<file path="src/rtl/camera_pwr_pkg.sv">
// Shared definitions for the camera sensor power sequencer: state encodings,
// 24 MHz default delays and the timer width helper.
package camera_pwr_pkg;

    typedef enum logic [2:0] {
        ST_OFF       = 3'd0,
        ST_WAIT_PWDN = 3'd1,
        ST_WAIT_RST  = 3'd2,
        ST_WAIT_INIT = 3'd3,
        ST_CONFIG    = 3'd4,
        ST_READY     = 3'd5,
        ST_SHUTDOWN  = 3'd6,
        ST_FAULT     = 3'd7
    } state_t;

    localparam int T_PWDN_DEF    = 262144;
    localparam int T_RST_DEF     = 65535;
    localparam int T_INIT_DEF    = 1048575;
    localparam int T_OFF_DEF     = 4096;
    localparam int T_CFG_TO_DEF  = 4800000;
    localparam int MAX_RETRY_DEF = 2;

    function automatic int cnt_width(input int a, input int b, input int c,
                                     input int d, input int e);
        int m;
        m = a;
        if (b > m) m = b;
        if (c > m) m = c;
        if (d > m) m = d;
        if (e > m) m = e;
        return $clog2(m) + 1;
    endfunction

endpackage

</file>
<file path="src/rtl/camera_power_seq_timer.sv">
// Per-state elapsed-cycle counter; flags the last cycle of a T-cycle wait and
// holds there so a lingering state cannot wrap it.
module seq_timer #(
    parameter int CNT_W = 8
) (
    input  logic             clk,
    input  logic             reset,
    input  logic             clr,
    input  logic [CNT_W-1:0] t,
    output logic             done
);

    logic [CNT_W-1:0] cnt;

    always_ff @(posedge clk) begin
        if (reset || clr)
            cnt <= '0;
        else if (!done && cnt != '1)
            cnt <= cnt + CNT_W'(1);
    end

    // t == 0 means "no limit" (used for a disabled configuration timeout)
    assign done = (t != '0) && (cnt == t - CNT_W'(1));

endmodule

</file>
<file path="src/rtl/camera_power_seq.sv">
// Camera sensor power sequencer: PWDN/RESETB release, SCCB init supervision,
// bounded retries, controlled shutdown and a latched fault.
//
//   state      | meaning
//   -----------+----------------------------------------------
//   OFF        | pins off, waiting for power_req
//   WAIT_PWDN  | supplies settling, PWDN still high
//   WAIT_RST   | PWDN low, RESETB held low
//   WAIT_INIT  | RESETB released, sensor booting
//   CONFIG     | SCCB master enabled, awaiting done/err/timeout
//   READY      | configured and streaming
//   SHUTDOWN   | RESETB low, PWDN low for T_OFF before going OFF
//   FAULT      | retries exhausted; left only by dropping power_req
module camera_power_seq
    import camera_pwr_pkg::*;
#(
    parameter int T_PWDN    = T_PWDN_DEF,
    parameter int T_RST     = T_RST_DEF,
    parameter int T_INIT    = T_INIT_DEF,
    parameter int T_OFF     = T_OFF_DEF,
    parameter int T_CFG_TO  = T_CFG_TO_DEF,
    parameter int MAX_RETRY = MAX_RETRY_DEF,
    parameter int CNT_W     = cnt_width(T_PWDN, T_RST, T_INIT, T_OFF, T_CFG_TO)
) (
    input  logic       clk,
    input  logic       reset,
    input  logic       power_req,
    input  logic       init_done,
    input  logic       init_err,
    output logic       camera_pwnd,
    output logic       camera_rstn,
    output logic       initial_en,
    output logic       ready,
    output logic       fault,
    output logic       busy,
    output logic [3:0] retry_cnt,
    output logic [2:0] state_o
);

    localparam logic [CNT_W-1:0] T_PWDN_C = CNT_W'(T_PWDN);
    localparam logic [CNT_W-1:0] T_RST_C  = CNT_W'(T_RST);
    localparam logic [CNT_W-1:0] T_INIT_C = CNT_W'(T_INIT);
    localparam logic [CNT_W-1:0] T_OFF_C  = CNT_W'(T_OFF);
    localparam logic [CNT_W-1:0] T_CFG_C  = CNT_W'(T_CFG_TO);
    localparam logic [3:0]       MAX_R    = 4'(MAX_RETRY);

    state_t           state, state_nxt;
    logic [3:0]       retry_nxt;
    logic [CNT_W-1:0] t_sel;
    logic             tmr_done;
    logic             tmr_clr;

    assign tmr_clr = (state_nxt != state);

    seq_timer #(.CNT_W(CNT_W)) u_timer (
        .clk   (clk),
        .reset (reset),
        .clr   (tmr_clr),
        .t     (t_sel),
        .done  (tmr_done)
    );

    always_comb begin
        t_sel = '0;
        case (state)
            ST_WAIT_PWDN: t_sel = T_PWDN_C;
            ST_WAIT_RST:  t_sel = T_RST_C;
            ST_WAIT_INIT: t_sel = T_INIT_C;
            ST_CONFIG:    t_sel = T_CFG_C;
            ST_SHUTDOWN:  t_sel = T_OFF_C;
            default:      t_sel = '0;
        endcase
    end

    // Dropping power_req outranks every CONFIG event; error outranks done.
    always_comb begin
        state_nxt = state;
        retry_nxt = retry_cnt;
        case (state)
            ST_OFF: begin
                if (power_req) state_nxt = ST_WAIT_PWDN;
            end
            ST_WAIT_PWDN: begin
                if (!power_req)    state_nxt = ST_OFF;
                else if (tmr_done) state_nxt = ST_WAIT_RST;
            end
            ST_WAIT_RST: begin
                if (!power_req)    state_nxt = ST_SHUTDOWN;
                else if (tmr_done) state_nxt = ST_WAIT_INIT;
            end
            ST_WAIT_INIT: begin
                if (!power_req)    state_nxt = ST_SHUTDOWN;
                else if (tmr_done) state_nxt = ST_CONFIG;
            end
            ST_CONFIG: begin
                if (!power_req) begin
                    state_nxt = ST_SHUTDOWN;
                end else if (init_err || tmr_done) begin
                    if (retry_cnt < MAX_R) begin
                        retry_nxt = retry_cnt + 4'd1;
                        state_nxt = ST_SHUTDOWN;
                    end else begin
                        state_nxt = ST_FAULT;
                    end
                end else if (init_done) begin
                    retry_nxt = '0;
                    state_nxt = ST_READY;
                end
            end
            ST_READY: begin
                if (!power_req) state_nxt = ST_SHUTDOWN;
            end
            ST_SHUTDOWN: begin
                if (tmr_done) state_nxt = ST_OFF;
            end
            ST_FAULT: begin
                if (!power_req) begin
                    retry_nxt = '0;
                    state_nxt = ST_OFF;
                end
            end
            default: state_nxt = ST_OFF;
        endcase
    end

    // Pins are decoded from the next state so they register alongside it.
    always_ff @(posedge clk) begin
        if (reset) begin
            state       <= ST_OFF;
            retry_cnt   <= '0;
            camera_pwnd <= 1'b1;
            camera_rstn <= 1'b0;
            initial_en  <= 1'b0;
            ready       <= 1'b0;
            fault       <= 1'b0;
            busy        <= 1'b0;
        end else begin
            state       <= state_nxt;
            retry_cnt   <= retry_nxt;
            camera_pwnd <= state_nxt inside {ST_OFF, ST_WAIT_PWDN, ST_FAULT};
            camera_rstn <= state_nxt inside {ST_WAIT_INIT, ST_CONFIG, ST_READY};
            initial_en  <= state_nxt inside {ST_CONFIG, ST_READY};
            ready       <= (state_nxt == ST_READY);
            fault       <= (state_nxt == ST_FAULT);
            busy        <= !(state_nxt inside {ST_OFF, ST_READY, ST_FAULT});
        end
    end

    assign state_o = state;

endmodule

</file>
<file path="config.mk">
export PLATFORM = sky130hd
export DESIGN_NAME = camera_power_seq
export DESIGN_NICKNAME = d
export VERILOG_FILES = /design/src/rtl/camera_pwr_pkg.sv /design/src/rtl/camera_power_seq_timer.sv /design/src/rtl/camera_power_seq.sv
export SDC_FILE = /design/constraint.sdc
export NUM_CORES = 1
export LEC_CHECK = 0
export CAP_MARGIN = 25
export CORE_ASPECT_RATIO = 1.5
export CORE_MARGIN = 10
export CORE_UTILIZATION = 56
export CTS_BUF_LIST = sky130_fd_sc_hd__clkbuf_4
export DETAILED_ROUTE_END_ITERATION = 10
export HOLD_SLACK_MARGIN = 0.06
export PLACE_DENSITY = 0.79
export SYNTH_ARGS = -nofsm -noshare
export SYNTH_HDL_FRONTEND = slang
export SYNTH_HIERARCHICAL = 1
export SYNTH_SLANG_ARGS = --single-unit
</file>
<file path="constraint.sdc">
create_clock -name clk -period 5.47 [get_ports clk]
set_input_delay 1.094 -clock clk [delete_from_list [all_inputs] [get_ports clk]]
set_output_delay 1.094 -clock clk [all_outputs]
set_load 0.01 [all_outputs]
</file>
==> results of run 1 <==
[cell usage after synthesis (9+ instances only)]
master / n
a21oi_1: 23
dfxtp_1: 37
inv_1: 10
nand2_1: 25
nand3_1: 10
nor2_1: 25
nor3_1: 20
o21ai_0: 16
o21ai_1: 10
or3_1: 22
xnor2_1: 27
xor2_1: 9
[layer usage]
metal  vias up  wire length (um)  global-route usage (%)
li1       1316                 -                       -
met1      1194              2530                    17.1
met5         -                 0                       0
met4         0               104                    6.41
met3        10               286                    4.01
met2        52              3300                    28.4
[state kept, by name, summed over array words and instances (netlist names)]
| signal | flops |
|---|---|
| u_timer/cnt | 24 |
| retry_cnt | 4 |
| state_o | 3 |
| busy | 1 |
| camera_pwnd | 1 |
| camera_rstn | 1 |
| fault | 1 |
| initial_en | 1 |
| ready | 1 |
[final cells by class]
type | instances | share of cell area, %
multi-input combinational | 296 | 63.0
sequential | 37 | 23.8
timing repair buffer | 24 | 7.16
tap | 66 | 2.65
inverter | 12 | 1.45
clock buffer | 5 | 1.21
clock inverter | 3 | 0.684
[cell families (layout without fill, tap and decap cells)]
group / Yosys count / in the layout / share of synthesized area [%]
simple gates: 158 / 158 / 33.9
compound gates: 80 / 80 / 18.8
flops: 37 / 37 / 26.3
xor+xnor: 36 / 36 / 11.2
buf+inv: 27 / 44 / 5.25
mux: 7 / 7 / 2.58
fa+ha+maj: 4 / 4 / 1.78
other cells: 1 / 11 / 0.133
[through the flow]
stage          instance area [um2]  setup WS [ns]  cells  utilization [%]
2_1_floorplan                 2850          0.302    360                -
3_3_place_gp                  3050          0.889    435             63.0
3_5_place_dp                  3050          0.744    435             63.0
4_1_cts                       3110          0.690    443             64.2
5_1_grt                       3110          0.297    443             64.2
6_report                      3110          0.676    443             64.2
[worst min-delay path by stage]
stage	slack (ns)	depth (start not counted)	startpoint	endpoint
floorplan	0.48	2	u_timer/cnt[17]	u_timer/cnt[17]
global placement	0.49	2	retry_cnt[2]	retry_cnt[2]
CTS	0.52	1	retry_cnt[3]	retry_cnt[3]
finish	0.51	1	retry_cnt[3]	retry_cnt[3]
detailed placement	0.49	1	retry_cnt[3]	retry_cnt[3]
global route	0.54	1	retry_cnt[3]	retry_cnt[3]
[report_power, final]
| group | total [W] | internal [W] | leakage [nW] | switching [W] |
|---|---|---|---|---|
| sequential | 0.000273 | 0.000271 | 0.299 | 0.00000188 |
| combinational | 0.0000359 | 0.0000151 | 0.775 | 0.0000209 |
| clock | 0.000148 | 0.0000509 | 0.0316 | 0.0000970 |
| total | 0.000457 | 0.000337 | 1.11 | 0.000120 |
==> flow_summary_export.csv, run 1 <==
group,metric,value,unit
synth,synth_cells,350,
setup_path,cp.depth,19,
drt,dr.pass1.iters,4,
finish,final_nets,385,
timing,final.setup.tns,0,ns
clock_network,clock_sinks,37,
finish,drive_gt1_share,11.9,%
clock_network,cts.clk_slew.worst_paths,0.11,ns
setup_path,worstSetupStartpoint,"state_o[1]",
setup_path,crit_family,"simple AND/OR/NAND/NOR gates",
timing,drv_slew,0,
floorplanning,die_area,8320,um2
place,place_hpwl,4710,um
synth,synth_top_area_cell,"dfxtp_1",
drt,drt-total-wl,6220,um
setup_path,crit_fanout,22,
drt,via_per_inst,5.81,
clock_network,postCtsSetupBuffers,0,
synth,synth_cell_types,65,
drt,post-route-drc-count,0,
floorplanning,die_y,107,um
finish,regArea,741,um2
setup_path,cp_data_required_time,5.75,ns
floorplanning,die_x,77.9,um
clock_network,cts_tree,"built",
synth,yosys_warnings,6,
global_routing,grt_pass1_vias,2543,
pwr,total_power,0.000457,W
synth,synth_top_cell_area_share,26.3,%
timing,hold_violations,0,
setup_path,cp-end-kind,"flip-flop",
drt,drtIter0Drc,157,
clock_network,postCtsHoldBufs,0,
drt,post_drt_wl_per_cell,14.0,um
timing,max_slew_margin,47.6,%
setup_path,rr_worst_depth,19,
clock_network,clk_latency,0.35,ns
synth,ys_ff_latch,37,
synth,synth-main-ff-cell,"dfxtp_1",
setup_path,path_cells,"inv_2 -> nand2b_4 -> inv_1 -> or2_2 -> or4_1 -> or3_1 -> o21a_1 -> or3_1 -> a21oi_2 -> o22ai_2 -> nor2_1 -> buf_4 -> nor3_1 -> o32a_1 -> nand2b_4 -> mux2i_1 -> or2_0 -> buf_4 -> a21oi_1",
finish,syn_to_final_growth,10.6,%
timing,period_minus_slack,4.79,ns
timing,setup_violations,0,
setup_path,worst_setup_path_start_kind,"flip-flop",
min_path,hp-class,"reg -> reg",
timing,tightest_slew,0.782,ns
finish,antenna_cells,0,
synth,netlist_top_cells_area,"dfxtp_1 (26%), xnor2_1 (8.4%), or3_1 (4.9%)",
synth,synth.avg_cell_area,8.04,um2
setup_path,cpPeakStageDelay,0.57,ns
synth,ys_seq_area_share,26.3,%
global_routing,grt_pass1_wl,11200,um
timing,hold_ws,0.512,ns
synth,synth_area,2810,um2
finish,final_cell_mix,"dfxtp_1 (37), xnor2_1 (27), nand2_1 (25), nor2_1 (25), a21oi_1 (23)",
global_routing,antenna_found_initial,0,
status,status,"completed",
pwr,ir_drop,0.113,mV
synth,async_flop_share,0,%
place,portBuffers,17,
timing,fin_worst_skew,0.0153,ns
timing,rsz0062_at_grt,"false",
global_routing,grt_usage,15.8,%
finish,final.fill_count,433,
floorplanning,fp-row-count,31,
setup_path,cpMaxStageDelayCell,"dfxtp_1",
flow_run,drv_cap,0,
global_routing,grt_overflow,0,
synth,synth_edf_count,0,
clock_network,htree_levels,2,
timing,max_freq,0.209,GHz
pwr,p_leak,1.11,nW
drt,antenna_left,0,
finish,multi_input_area,1960,um2
setup_path,crit_end,"u_timer/cnt[15]",
clock_network,post_cts_resized,0,
clock_network,clock_path_buffers,2,
place,gp_congestion,0.878,
setup_path,critical_path_class,"reg -> reg",
setup_path,reg2reg_from,"state_o[1]",
pwr,power_density,147,nW/um2
clock_network,numCtsBuffers,5,
timing,period_share,87.6,%
floorplanning,initial_utilization,58.0,%
setup_path,rr_endpoint,"u_timer/cnt[15]",
floorplanning,ios,18,
finish,final_common_cell,"dfxtp_1",
setup_path,rrSetupSlack,0.68,ns
setup_path,cp.arrival,5.07,ns
clock_network,root_buffer,"clkbuf_4",
drt,num_vias,2572,
setup_path,cp_num_buf_inv,4,
global_routing,grt_max_degree,46,
floorplanning,coreArea,4850,um2
No activity file was read; power rests on OpenSTA's default activity.
==> inputs of run 2 (changes only) <==
--- a/config.mk
+++ b/config.mk
@@ -13,6 +13,7 @@
 export DETAILED_ROUTE_END_ITERATION = 10
 export HOLD_SLACK_MARGIN = 0.06
 export PLACE_DENSITY = 0.79
+export RECOVER_POWER = 100
 export SYNTH_ARGS = -nofsm -noshare
 export SYNTH_HDL_FRONTEND = slang
 export SYNTH_HIERARCHICAL = 1
==> flow_summary_export.csv, run 2 (synthesized netlist as in run 1, its figures left out) <==
group,metric,value,unit
pwr,p_leak,1.11,nW
drt,post-route-drc-count,0,
floorplanning,die_y,107,um
setup_path,reg2reg_from,"state_o[0]",
min_path,hp-class,"reg -> reg",
timing,hold_violations,0,
clock_network,postCtsSetupBuffers,0,
clock_network,root_buffer,"clkbuf_4",
timing,max_slew_margin,47.2,%
clock_network,clock_path_buffers,2,
finish,antenna_cells,0,
setup_path,rrSetupSlack,0.58,ns
status,status,"completed",
finish,top_register,"u_timer/cnt",
timing,max_freq,0.205,GHz
finish,fin_util,63.7,%
global_routing,grt_pass1_vias,2543,
global_routing,grt_pass1_wl,11200,um
place,place_hpwl,4710,um
finish,final_common_cell,"dfxtp_1",
global_routing,grt_max_degree,46,
finish,final_cell_mix,"dfxtp_1 (37), xnor2_1 (27), nand2_1 (25), nor2_1 (25), a21oi_1 (24)",
min_path,holdPathEnd,"retry_cnt[3]",
pwr,ir_drop,0.113,mV
place,gp_congestion,0.878,
min_path,min_delay_path_depth,1,
setup_path,cpMaxStageDelayCell,"or4_1",
flow_run,drv_cap,0,
drt,drt-total-wl,6220,um
finish,largest_reg_flops,24,
clock_network,htree_levels,2,
floorplanning,initial_utilization,58.0,%
timing,period_share,89.4,%
finish,syn_to_final_growth,9.79,%
timing,rsz0062_at_grt,"false",
finish,final_area,3090,um2
pwr,clock_power_share,32.5,%
clock_network,cts_tree,"built",
drt,antenna_left,0,
timing,drv_slew,0,
setup_path,cp_data_required_time,5.75,ns
global_routing,grt_overflow,0,
timing,tightest_slew,0.788,ns
setup_path,cp.arrival,5.17,ns
clock_network,numCtsBuffers,5,
pwr,power.internal,0.000336,W
pwr,seq_power_share,59.8,%
clock_network,clk_latency,0.35,ns
setup_path,critical_path_class,"reg -> reg",
clock_network,clock_sinks,37,
floorplanning,ios,18,
timing,hold_ws,0.509,ns
drt,via_per_inst,5.82,
setup_path,cpPeakStageDelay,0.46,ns
pwr,switchingPower,0.000120,W
setup_path,path_cells,"clkbuf_1 -> and2_0 -> or2_2 -> or4_1 -> or3_1 -> o21a_1 -> or3_1 -> a21oi_1 -> o22ai_1 -> nor2_1 -> buf_4 -> nand2b_1 -> a21oi_1 -> o32a_1 -> nand2b_4 -> mux2i_1 -> or2_0 -> buf_4 -> a21oi_1",
drt,dr.pass1.iters,4,
pwr,switching_share,26.2,%
drt,num_vias,2578,
floorplanning,fp-row-count,31,
clock_network,cts.clk_slew.worst_paths,0.11,ns
global_routing,grt_usage,15.8,%
global_routing,antenna_found_initial,0,
pwr,power_density,148,nW/um2
clock_network,post_cts_resized,0,
setup_path,crit_top_cell,"a21oi_1",
timing,fin_worst_skew,0.0126,ns
place,portBuffers,17,
finish,final_nets,385,
setup_path,worst_setup_path_start_kind,"flip-flop",
finish,drive_gt1_share,10.6,%
timing,setup_violations,0,
pwr,combPwrFrac,7.6,%
clock_network,postCtsHoldBufs,0,
setup_path,rr_endpoint,"u_timer/cnt[15]",
floorplanning,coreArea,4850,um2
drt,post_drt_wl_per_cell,14.0,um
floorplanning,die_x,77.9,um
timing,period_minus_slack,4.89,ns
setup_path,rr_worst_depth,19,
place,place_area,3050,um2
min_path,worstHoldStart,"retry_cnt[3]",
drt,drtIter0Drc,156,
floorplanning,die_area,8320,um2
setup_path,crit_fanout,22,
setup_path,cp-end-kind,"flip-flop",
timing,final.setup.tns,0,ns
==> run 2: metrics by stage <==
stage          total power (W)  setup WS (ns)  cells
3_3_place_gp          0.000314          0.889    435
5_1_grt               0.000477          0.216    443
4_1_cts               0.000462          0.690    443
6_report              0.000456          0.581    443
3_5_place_dp          0.000315          0.744    435
2_1_floorplan         0.000305          0.302    360
==> run 2: worst max path at each step <==
stage	from	endpoint	slack (ns)	cells after the start
2_1_floorplan	state_o[2]	u_timer/cnt[0]	0.30	22
3_3_place_gp	state_o[1]	u_timer/cnt[17]	0.89	19
3_5_place_dp	state_o[1]	u_timer/cnt[18]	0.74	19
4_1_cts	state_o[1]	u_timer/cnt[15]	0.69	19
5_1_grt	state_o[0]	u_timer/cnt[17]	0.22	19
6_report	state_o[0]	u_timer/cnt[15]	0.58	19
==> run 2: cell type report <==
type	count	area, um2
Clock buffer	5	37.5
Clock inverter	3	21.3
Fill cell	438	1760
Inverter	12	45.0
Multi-Input combinational cell	296	1940
Sequential cell	37	741
Tap cell	66	82.6
Timing Repair Buffer	24	219
==> run 2: critical path, delay by kind of cell, from the launching register on <==
kind / cells / cell delay [ns]
buf+inv: 3 / 0.70
simple gates: 9 / 2.65
flops: 1 / 0.34
mux: 1 / 0.16
compound gates: 6 / 0.97
==> run 2: layer usage <==
| layer | vias to the layer above | wire (um) | GRT usage (%) |
|---|---|---|---|
| met3 | 12 | 240 | 4.01 |
| li1 | 1319 | - | - |
| met2 | 50 | 3230 | 28.4 |
| met4 | 0 | 134 | 6.41 |
| met1 | 1197 | 2610 | 17.1 |
| met5 | - | 0 | 0 |
==> run 2: power groups by stage <==
stage                     Combinational (W)  Sequential [W]  Clock (W)
final                             0.0000348        0.000273   0.000148
after global routing              0.0000394        0.000273   0.000164
after CTS                         0.0000358        0.000273   0.000154
after detailed placement          0.0000357        0.000279          0
after global placement            0.0000353        0.000279          0
after floorplan                   0.0000257        0.000279          0
==> inputs of run 3 (changes only) <==
--- a/config.mk
+++ b/config.mk
@@ -8,11 +8,11 @@
 export CAP_MARGIN = 25
 export CORE_ASPECT_RATIO = 1.5
 export CORE_MARGIN = 10
-export CORE_UTILIZATION = 56
+export CORE_UTILIZATION = 47
 export CTS_BUF_LIST = sky130_fd_sc_hd__clkbuf_4
 export DETAILED_ROUTE_END_ITERATION = 10
 export HOLD_SLACK_MARGIN = 0.06
-export PLACE_DENSITY = 0.79
+export PLACE_DENSITY = 0.66
 export RECOVER_POWER = 100
 export SYNTH_ARGS = -nofsm -noshare
 export SYNTH_HDL_FRONTEND = slang
==> constraint.sdc (replaced) <==
create_clock -name clk -period 6.3 [get_ports clk]
set_input_delay 1.26 -clock clk [delete_from_list [all_inputs] [get_ports clk]]
set_output_delay 1.26 -clock clk [all_outputs]
set_load 0.01 [all_outputs]
==> flow_summary_export.csv, run 3 (synthesized netlist as in run 1, its figures left out) <==
group,metric,value,unit
status,status,"completed",
setup_path,path_cells,"nand2b_1 -> inv_2 -> buf_4 -> inv_1 -> ha_1 -> xnor2_1 -> xnor2_1 -> nor4_1 -> o21ai_0 -> nor4_2 -> o2111ai_1 -> nor2_1 -> nor2_1 -> nor2b_1 -> o32a_1 -> nand2b_4 -> mux2i_1 -> or2_0 -> buf_4 -> nor2_1",
timing,max_freq,0.175,GHz
drt,via_per_inst,5.77,
drt,post-route-drc-count,0,
setup_path,crit_top_cell,"nor2_1",
flow_run,drv_cap,0,
setup_path,worst_setup_path_start_kind,"flip-flop",
timing,period_minus_slack,5.70,ns
finish,final_common_cell,"dfxtp_1",
floorplanning,die_x,83.2,um
timing,final.setup.tns,0,ns
timing,hold_violations,0,
finish,final_area,3040,um2
floorplanning,initial_utilization,48.3,%
finish,final_nets,381,
clock_network,htree_levels,2,
setup_path,crit_fanout,40,
setup_path,critical_path_class,"reg -> reg",
drt,dr.pass1.iters,4,
finish,final.fill_count,581,
min_path,hp-class,"reg -> reg",
timing,drv_slew,0,
clock_network,clk_latency,0.35,ns
timing,tightest_slew,0.781,ns
timing,max_slew_margin,47.7,%
place,gp_congestion,0.815,
place,place_area,3030,um2
finish,antenna_cells,0,
pwr,power_density,132,nW/um2
finish,top_register,"u_timer/cnt",
floorplanning,coreArea,5830,um2
floorplanning,fp-row-count,34,
drt,antenna_left,0,
drt,drt-total-wl,6550,um
drt,post_drt_wl_per_cell,14.7,um
global_routing,grt_pass1_vias,2425,
setup_path,cpPeakStageDelay,0.60,ns
pwr,ir_drop,0.128,mV
setup_path,cp_data_required_time,6.53,ns
finish,drive_gt1_share,8.58,%
global_routing,grt_overflow,0,
place,place_hpwl,4950,um
clock_network,cts.clk_slew.worst_paths,0.13,ns
setup_path,cpMaxStageDelayCell,"nor2_1",
clock_network,cts_tree,"built",
clock_network,numCtsBuffers,5,
drt,drtIter0Drc,144,
setup_path,cp-end-kind,"flip-flop",
drt,num_vias,2569,
timing,rsz0062_at_grt,"false",
floorplanning,die_area,9540,um2
pwr,p_leak,1.11,nW
global_routing,antenna_found_initial,0,
pwr,total_power,0.000402,W
finish,syn_to_final_growth,8.14,%
clock_network,postCtsHoldBufs,0,
clock_network,clock_path_buffers,2,
timing,setup_violations,0,
setup_path,cp.arrival,5.94,ns
clock_network,root_buffer,"clkbuf_4",
floorplanning,ios,18,
finish,largest_reg_flops,24,
clock_network,post_cts_resized,0,
timing,fin_worst_skew,0.0194,ns
floorplanning,die_y,115,um
place,portBuffers,17,
global_routing,grt_pass1_wl,11100,um
clock_network,postCtsSetupBuffers,0,
clock_network,clock_sinks,37,
finish,final_cell_mix,"dfxtp_1 (37), xnor2_1 (27), nor2_1 (26)",
timing,period_share,90.5,%
global_routing,grt_max_degree,41,
global_routing,grt_usage,13.6,%
-- run 3: cell count changes in the layout (fill, tap and decap cells not counted), sizes merged --
cell           previous run  this run
buf                       6         3
clkbuf                    6         5
clkdlybuf4s50             5         4
dlygate4sd3              12        13
-- run 3: path summary, 6_finish.rpt --
path / startpoint / end / slack [ns] / cells after the start
min reg2reg: retry_cnt[3] / retry_cnt[3] / 0.52 / 1
max reg2reg: state_o[1] / u_timer/cnt[11] / 0.60 / 20
min: retry_cnt[3] / retry_cnt[3] / 0.52 / 1
max: state_o[1] / u_timer/cnt[11] / 0.60 / 20
-- run 3: per-layer routing --
| metal | vias up | GRT usage, % | share of wire, % |
|---|---|---|---|
| met1 | 1192 | 14.2 | 42 |
| met3 | 15 | 2.26 | 2.7 |
| met2 | 51 | 25.5 | 52 |
| met4 | 0 | 7.18 | 3.4 |
| met5 | - | 0 | 0 |
| li1 | 1311 | - | - |
-- run 3: cell type report --
type	count	area (um2)	share of cell area, %
Clock buffer	5	37.5	1.23
Clock inverter	3	25.0	0.823
Inverter	12	45.0	1.48
Multi-Input combinational cell	296	1910	62.8
Sequential cell	37	741	24.4
Tap cell	72	90.1	2.96
Timing Repair Buffer	20	193	6.33
-- run 3: stage by stage --
stage	instances	util, %	setup slack, ns	hold WS, ns
2_1_floorplan	360	-	1.13	0.479
3_3_place_gp	437	52.0	0.909	0.486
3_5_place_dp	437	52.0	0.791	0.494
4_1_cts	445	53.1	0.711	0.523
5_1_grt	445	52.2	0.103	0.540
6_report	445	52.2	0.596	0.515
-- run 3: worst max-delay path: cells and delay by family (launching register included) --
family | cells | cell delay (ns)
DFF | 1 | 0.56
AOI/OAI and AO/OA | 3 | 0.72
buffers and inverters | 4 | 1.25
muxes | 1 | 0.23
xor gates and xnor gates | 2 | 0.29
adders and majority gates | 1 | 0.26
and+or+nand+nor | 9 | 2.25
-- run 3: report_power, final --
group / total [W] / leakage, nW / internal (W) / switching, W
Combinational: 0.0000304 / 0.778 / 0.0000125 / 0.0000179
Clock: 0.000135 / 0.0318 / 0.0000455 / 0.0000893
Sequential: 0.000237 / 0.299 / 0.000235 / 0.00000138
==> RTL change 1 (flow settings as in run 2) <==
Change the package constant `T_CFG_TO_DEF` from 4800000 to 2400000.
--- a/src/rtl/camera_pwr_pkg.sv
+++ b/src/rtl/camera_pwr_pkg.sv
@@ -19,3 +19,3 @@
     localparam int T_OFF_DEF     = 4096;
-    localparam int T_CFG_TO_DEF  = 4800000;
+    localparam int T_CFG_TO_DEF  = 2400000;
     localparam int MAX_RETRY_DEF = 2;
Behaviour: same outputs for any inputs over 10 cycles, from zero or initial values and one cycle with reset high; that may be too few to reach the edited logic, so the function may still have changed.
==> RTL change 1 against run 2 <==
  * Setup slack better by 5.1 ps
  * Sequential cell count down 1
  * Sequential share of layout area down 1.3 points
  * Power up 6.5%
  * Critical path depth down 3
  * Synthesized area up 2.9%
  * Combinational power down 12%
  * Routed wire length up 13%
  * Design area up 2.8%
  * Synthesized cell count up 2.6%
  * First-iteration DRC count up 26%
  * Final cell count up 1.1%
  * Clock power up 27%
  * Highest routed layer unchanged
==> RTL change 1: results (changes against run 2) <==
Run status
  – Outcome: finished, final reports clean (unchanged)

Critical path
  – CP Launch Point: state_o[2] (was state_o[0])
  – CP Data Arrival Time: 5150 ps (was 5170 ps)
  – Largest fanout on the critical path: 24 (was 22)
  – Reg2Reg Launch Point: state_o[2] (was state_o[0])
  – Crit Reg-Reg Endpoint: u_timer/cnt[19] (was u_timer/cnt[15])
  – Crit path to: u_timer/cnt[19] (was u_timer/cnt[15])

Logic synthesis
  – Commonest cells post-synth: 36 x dfxtp_1, 26 x a21oi_1, 19 x nand3_1, 19 x xnor2_1, 18 x nor2_1 (was 37 x dfxtp_1, 27 x xnor2_1, 25 x nand2_1, 25 x nor2_1, 23 x a21oi_1)
  – Top cells by area, synth: dfxtp_1 25%, xnor2_1 5.8%, a21oi_1 4.5%, xor2_1 3.6%, or4_1 3.4% (was dfxtp_1 26%, xnor2_1 8.4%, or3_1 4.9%, a21oi_1 4.1%, nor3_1 3.6%)
  – Cells after Synth: 359 (was 350)

Power and ir drop
  – P_leak: 0.00120 uW (was 0.00111 uW)
  – VDD IR max: 0.000205 V (was 0.000113 V)

Min path
  – Worst hold start: retry_cnt[0] (was retry_cnt[3])

Final layout
  – Max FFs per register: 23 (was 24)
  – Layout cells sized above 1: 8.68% (was 10.6%)

Clocking
  – Clock latency on the worst-skew pair: 330 ps (was 350 ps)

Timing
  – Fin Clk Skew: 6.31 ps (was 12.6 ps)

Global routing
  – GR Layer Usage met1: 16.9% (was 17.1%)
  – First-pass GRT wire length: 11.8 mm (was 11.2 mm)
  – M2 GR Usage: 31.1% (was 28.4%)
  – Vias in the first global route: 2554 (was 2543)

Routing
  – DR WL/cell: 15.7 um (was 14.0 um)

Place
  – Post-placement cell area: 3110 sq um (was 3050 sq um)
  – Routability cong.: 0.885 (was 0.878)
  – Post-detail-place hpwl: 5.35 mm (was 4.71 mm)
[RTL change 1: changes by cell type after synthesis, moves of 6 or more]
cell and delta:
nand2_1 -9, or4_1 +10, or3_1 -11, o31ai_1 +8
nor2_1 -7, nand4_1 +9, xnor2_1 -8, nand3_1 +9
nor3_1 -7, o21ai_1 -6, a31oi_1 -6
[RTL change 1: worst min-delay path by stage]
stage	to	slack, ps	cells past startpoint
detailed placement	retry_cnt[0]	510	1
CTS	u_timer/cnt[6]	530	2
global placement	retry_cnt[0]	500	1
global route	retry_cnt[0]	540	1
floorplan	u_timer/cnt[15]	480	2
finish	retry_cnt[0]	520	1
[RTL change 1: through the flow]
stage,total power [uW],worst slack [ps],utilization (%),hold WS (ps)
2_1_floorplan,294,131,-,478
3_3_place_gp,303,745,61.1,498
3_5_place_dp,303,710,61.1,508
4_1_cts,492,656,62.7,529
5_1_grt,504,117,62.4,544
6_report,486,586,62.4,522
[RTL change 1: cell families (layout without fill, tap and decap cells)]
group           Yosys count  in the layout  share of synthesized area (%)
buf+inv                  32             46                           6.18
simple gates            155            155                           32.5
xor+xnor                 32             32                           10.2
fa+ha+maj                 4              4                           1.73
mux                       2              2                          0.692
compound gates           97             97                           23.7
flops                    36             36                           24.9
other cells               1              8                          0.130
[RTL change 1: cell type report]
cell class                      count  area (sq um)
Clock buffer                        5          37.5
Timing Repair Buffer               24           223
Inverter                           14          52.6
Tap cell                           68          85.1
Fill cell                         499          1910
Sequential cell                    36           721
Multi-Input combinational cell    298          2010
Clock inverter                      3          42.5
[RTL change 1: worst register-to-register path, cell delays in order, from the launching register on]
cell and delay (ps):
dfxtp_1 660, nor3b_4 480, or2_2 470, xnor2_1 220, xnor2_1 110, o41a_1 410, nor4_1 340, nand3_1 190
nor3_1 220, buf_4 180, nor2_1 100, nor4_2 250, o22ai_1 170, nand2_1 170, o221ai_1 150, or2_2 500
a21oi_1 180
[RTL change 1: per-layer routing]
metal	vias up	routed length [um]
li1	1404	-
met5	-	0
met2	49	3730
met4	0	288
met1	1267	2780
met3	18	245
[RTL change 1: power breakdown]
group          internal (uW)  switching, uW  leakage [uW]  total (uW)
Sequential               264           2.70      0.000291         267
Combinational           12.1           18.7      0.000872        30.7
Clock                   95.3           92.9     0.0000412         188
Total                    371            114       0.00120         486
==> RTL change 2 (config.mk and constraints of run 2) <==
Without the edit above. Reset style: asynchronous (`reset`), changed in one clocked block.
--- a/src/rtl/camera_power_seq.sv
+++ b/src/rtl/camera_power_seq.sv
@@ -126,3 +126,3 @@
     // Pins are decoded from the next state so they register alongside it.
-    always_ff @(posedge clk) begin
+    always_ff @(posedge clk or posedge reset) begin
         if (reset) begin
Check against the original RTL: differs if reset is asserted again (counterexample within 4 cycles, from zero or initial values and one cycle with reset high); with reset held inactive, the same outputs for 10 cycles.
==> RTL change 2 against run 2 <==
  * Design area grew 1.1%
  * Utilization grew 0.16 points
  * Global-route usage grew 0.32 points
  * Worst hold slack gained 9.1 ps
  * Count of clock-buffer cells in the layout grew 2
  * Critical endpoint is now fault
  * Die area grew 0.62%
  * Synthesized area grew 0.80%
  * Highest routed layer unchanged
  * Setup slack lost 50 ps
  * Sequential cell count is the same
  * Routed wire length grew 7.9%
Power is left out: it rests on default switching activity, and per cell area and clock period it moved more than threefold.
==> RTL change 2: results (changes against run 2) <==
Run status
  – Outcome: finished, final reports clean (unchanged)

Critical path
  – Slowest stage delay, CP: 660 ps (was 460 ps)
  – Slowest CP cell: a311oi_1 (was or4_1)
  – CP Data Arrival Time: 5200 ps (was 5170 ps)
  – Largest fanout on the critical path: 17 (was 22)

Logic synthesis
  – Sequential fraction of the synthesis area: 28.5% (was 26.3%)
  – Ys async rst share: 35.1% (was 0%)
  – Ys flop type: dfxtp_1 (unchanged)
  – Post-synth cell types: 66 (was 65)
  – Commonest cells post-synth: 28 x nand2_1, 26 x a21oi_1, 25 x nor2_1, 25 x xnor2_1, 24 x dfxtp_1 (was 37 x dfxtp_1, 27 x xnor2_1, 25 x nand2_1, 25 x nor2_1, 23 x a21oi_1)
  – Top cells by area, synth: dfxtp_1 17%, dfrtp_1 11%, xnor2_1 7.7%, or3_1 4.9%, a21oi_1 4.6% (was dfxtp_1 26%, xnor2_1 8.4%, or3_1 4.9%, a21oi_1 4.1%, nor3_1 3.6%)

Place
  – Routability cong.: 0.916 (was 0.878)
  – Post-placement cell area: 3100 sq um (was 3050 sq um)
  – Post-detail-place hpwl: 5.12 mm (was 4.71 mm)

Final layout
  – Top reg by flops: u_timer/cnt (unchanged)
  – # diodes: 0 (unchanged)
  – Layout cells sized above 1: 8.05% (was 10.6%)
  – Nets@finish: 393 (was 385)
  – Fill cell count: 473 (was 438)
  – Max FFs per register: 24 (unchanged)

Global routing
  – Met3 usage: 3.01% (was 4.01%)
  – GRT Util Overall: 16.1% (was 15.8%)
  – Pin count of the biggest net entering global routing: 34 (was 46)
  – M2 GR Usage: 28.0% (was 28.4%)
  – First-pass GRT wire length: 11.4 mm (was 11.2 mm)
  – Vias in the first global route: 2577 (was 2543)
  – GR Layer Usage met1: 17.6% (was 17.1%)

Routing
  – DR WL/cell: 14.9 um (was 14.0 um)
  – DRT antenna net count: 0 (unchanged)
  – First-pass iteration count of the detailed router: 5 (was 4)
  – DR iter-0 viols: 119 (was 156)
  – Vias per cell: 5.92 (was 5.82)

Timing
  – Fin Clk Skew: 19.9 ps (was 12.6 ps)
  – Slew HR: 47.3% (was 47.2%)

Clocking
  – H-tree depth: 2 (unchanged)
  – Clock Root Buffer: clkbuf_4 (unchanged)
  – Max Buffers Root-to-Sink: 2 (unchanged)
  – CTS buffer count: 5 (unchanged)

Min path
  – HP Class: reg2reg (unchanged)
## RTL change 2: cell count changes after synthesis, sizes merged, moves of 2 or more
cell and delta:
dfrtp +12, nand2 +4, dfxtp -13, o21ai +5, a21oi +3, nand3 +3
a311oi +2, nor2 -2, nor3 -2, nand2b -4, xnor2 -2, o31ai -2
a21o +3, a31oi -2
## RTL change 2: routing by layer
metal	up-vias	wire length (um)
li1	1351	-
met4	0	241
met1	1235	2820
met3	20	218
met5	-	0
met2	63	3420
## RTL change 2: cells by family after synthesis
| logic type | share of synthesized area [%] |
|---|---|
| AND/OR/NAND/NOR | 31.2 |
| AO/OA/AOI/OAI | 21.1 |
| flip-flops | 28.5 |
| XOR/XNOR | 10.5 |
| buffers and inverters | 4.99 |
| multiplexers | 1.81 |
| adder cells (fa/ha/maj) | 1.77 |
| other | 0.132 |
## RTL change 2: layout make-up
class	instances	share of cell area (%)
multi-input combinational	301	60.7
sequential	37	25.9
timing repair buffer	26	7.38
tap	66	2.65
clock buffer	7	1.68
inverter	13	1.56
clock inverter	1	0.160
## RTL change 2: worst paths after layout
kind | startpoint | to | slack, ps | cells past startpoint
min | u_timer/cnt[17] | u_timer/cnt[17] | 520 | 2
max reg2reg | state_o[2] | fault | 530 | 15
max in group asynchronous | reset | camera_pwnd | 3840 | 2
min in group asynchronous | reset | busy | 1250 | 2
max | state_o[2] | fault | 530 | 15
min reg2reg | u_timer/cnt[17] | u_timer/cnt[17] | 520 | 2
## RTL change 2: critical path, delay by kind of cell, from the launching register on
kind | cells | cell delay, ps
AOI/OAI and AO/OA | 6 | 1750
buffers and inverters | 2 | 520
DFF | 1 | 400
and+or+nand+nor | 7 | 2210
## RTL change 2: metrics by stage
stage | util (%) | setup slack [ps] | instances | hold WS, ps
2_1_floorplan | - | 71.7 | 365 | 479
3_3_place_gp | 63.4 | 895 | 443 | 493
3_5_place_dp | 63.4 | 788 | 443 | 506
4_1_cts | 64.6 | 767 | 451 | 521
5_1_grt | 63.9 | 129 | 451 | 548
6_report | 63.9 | 531 | 451 | 518
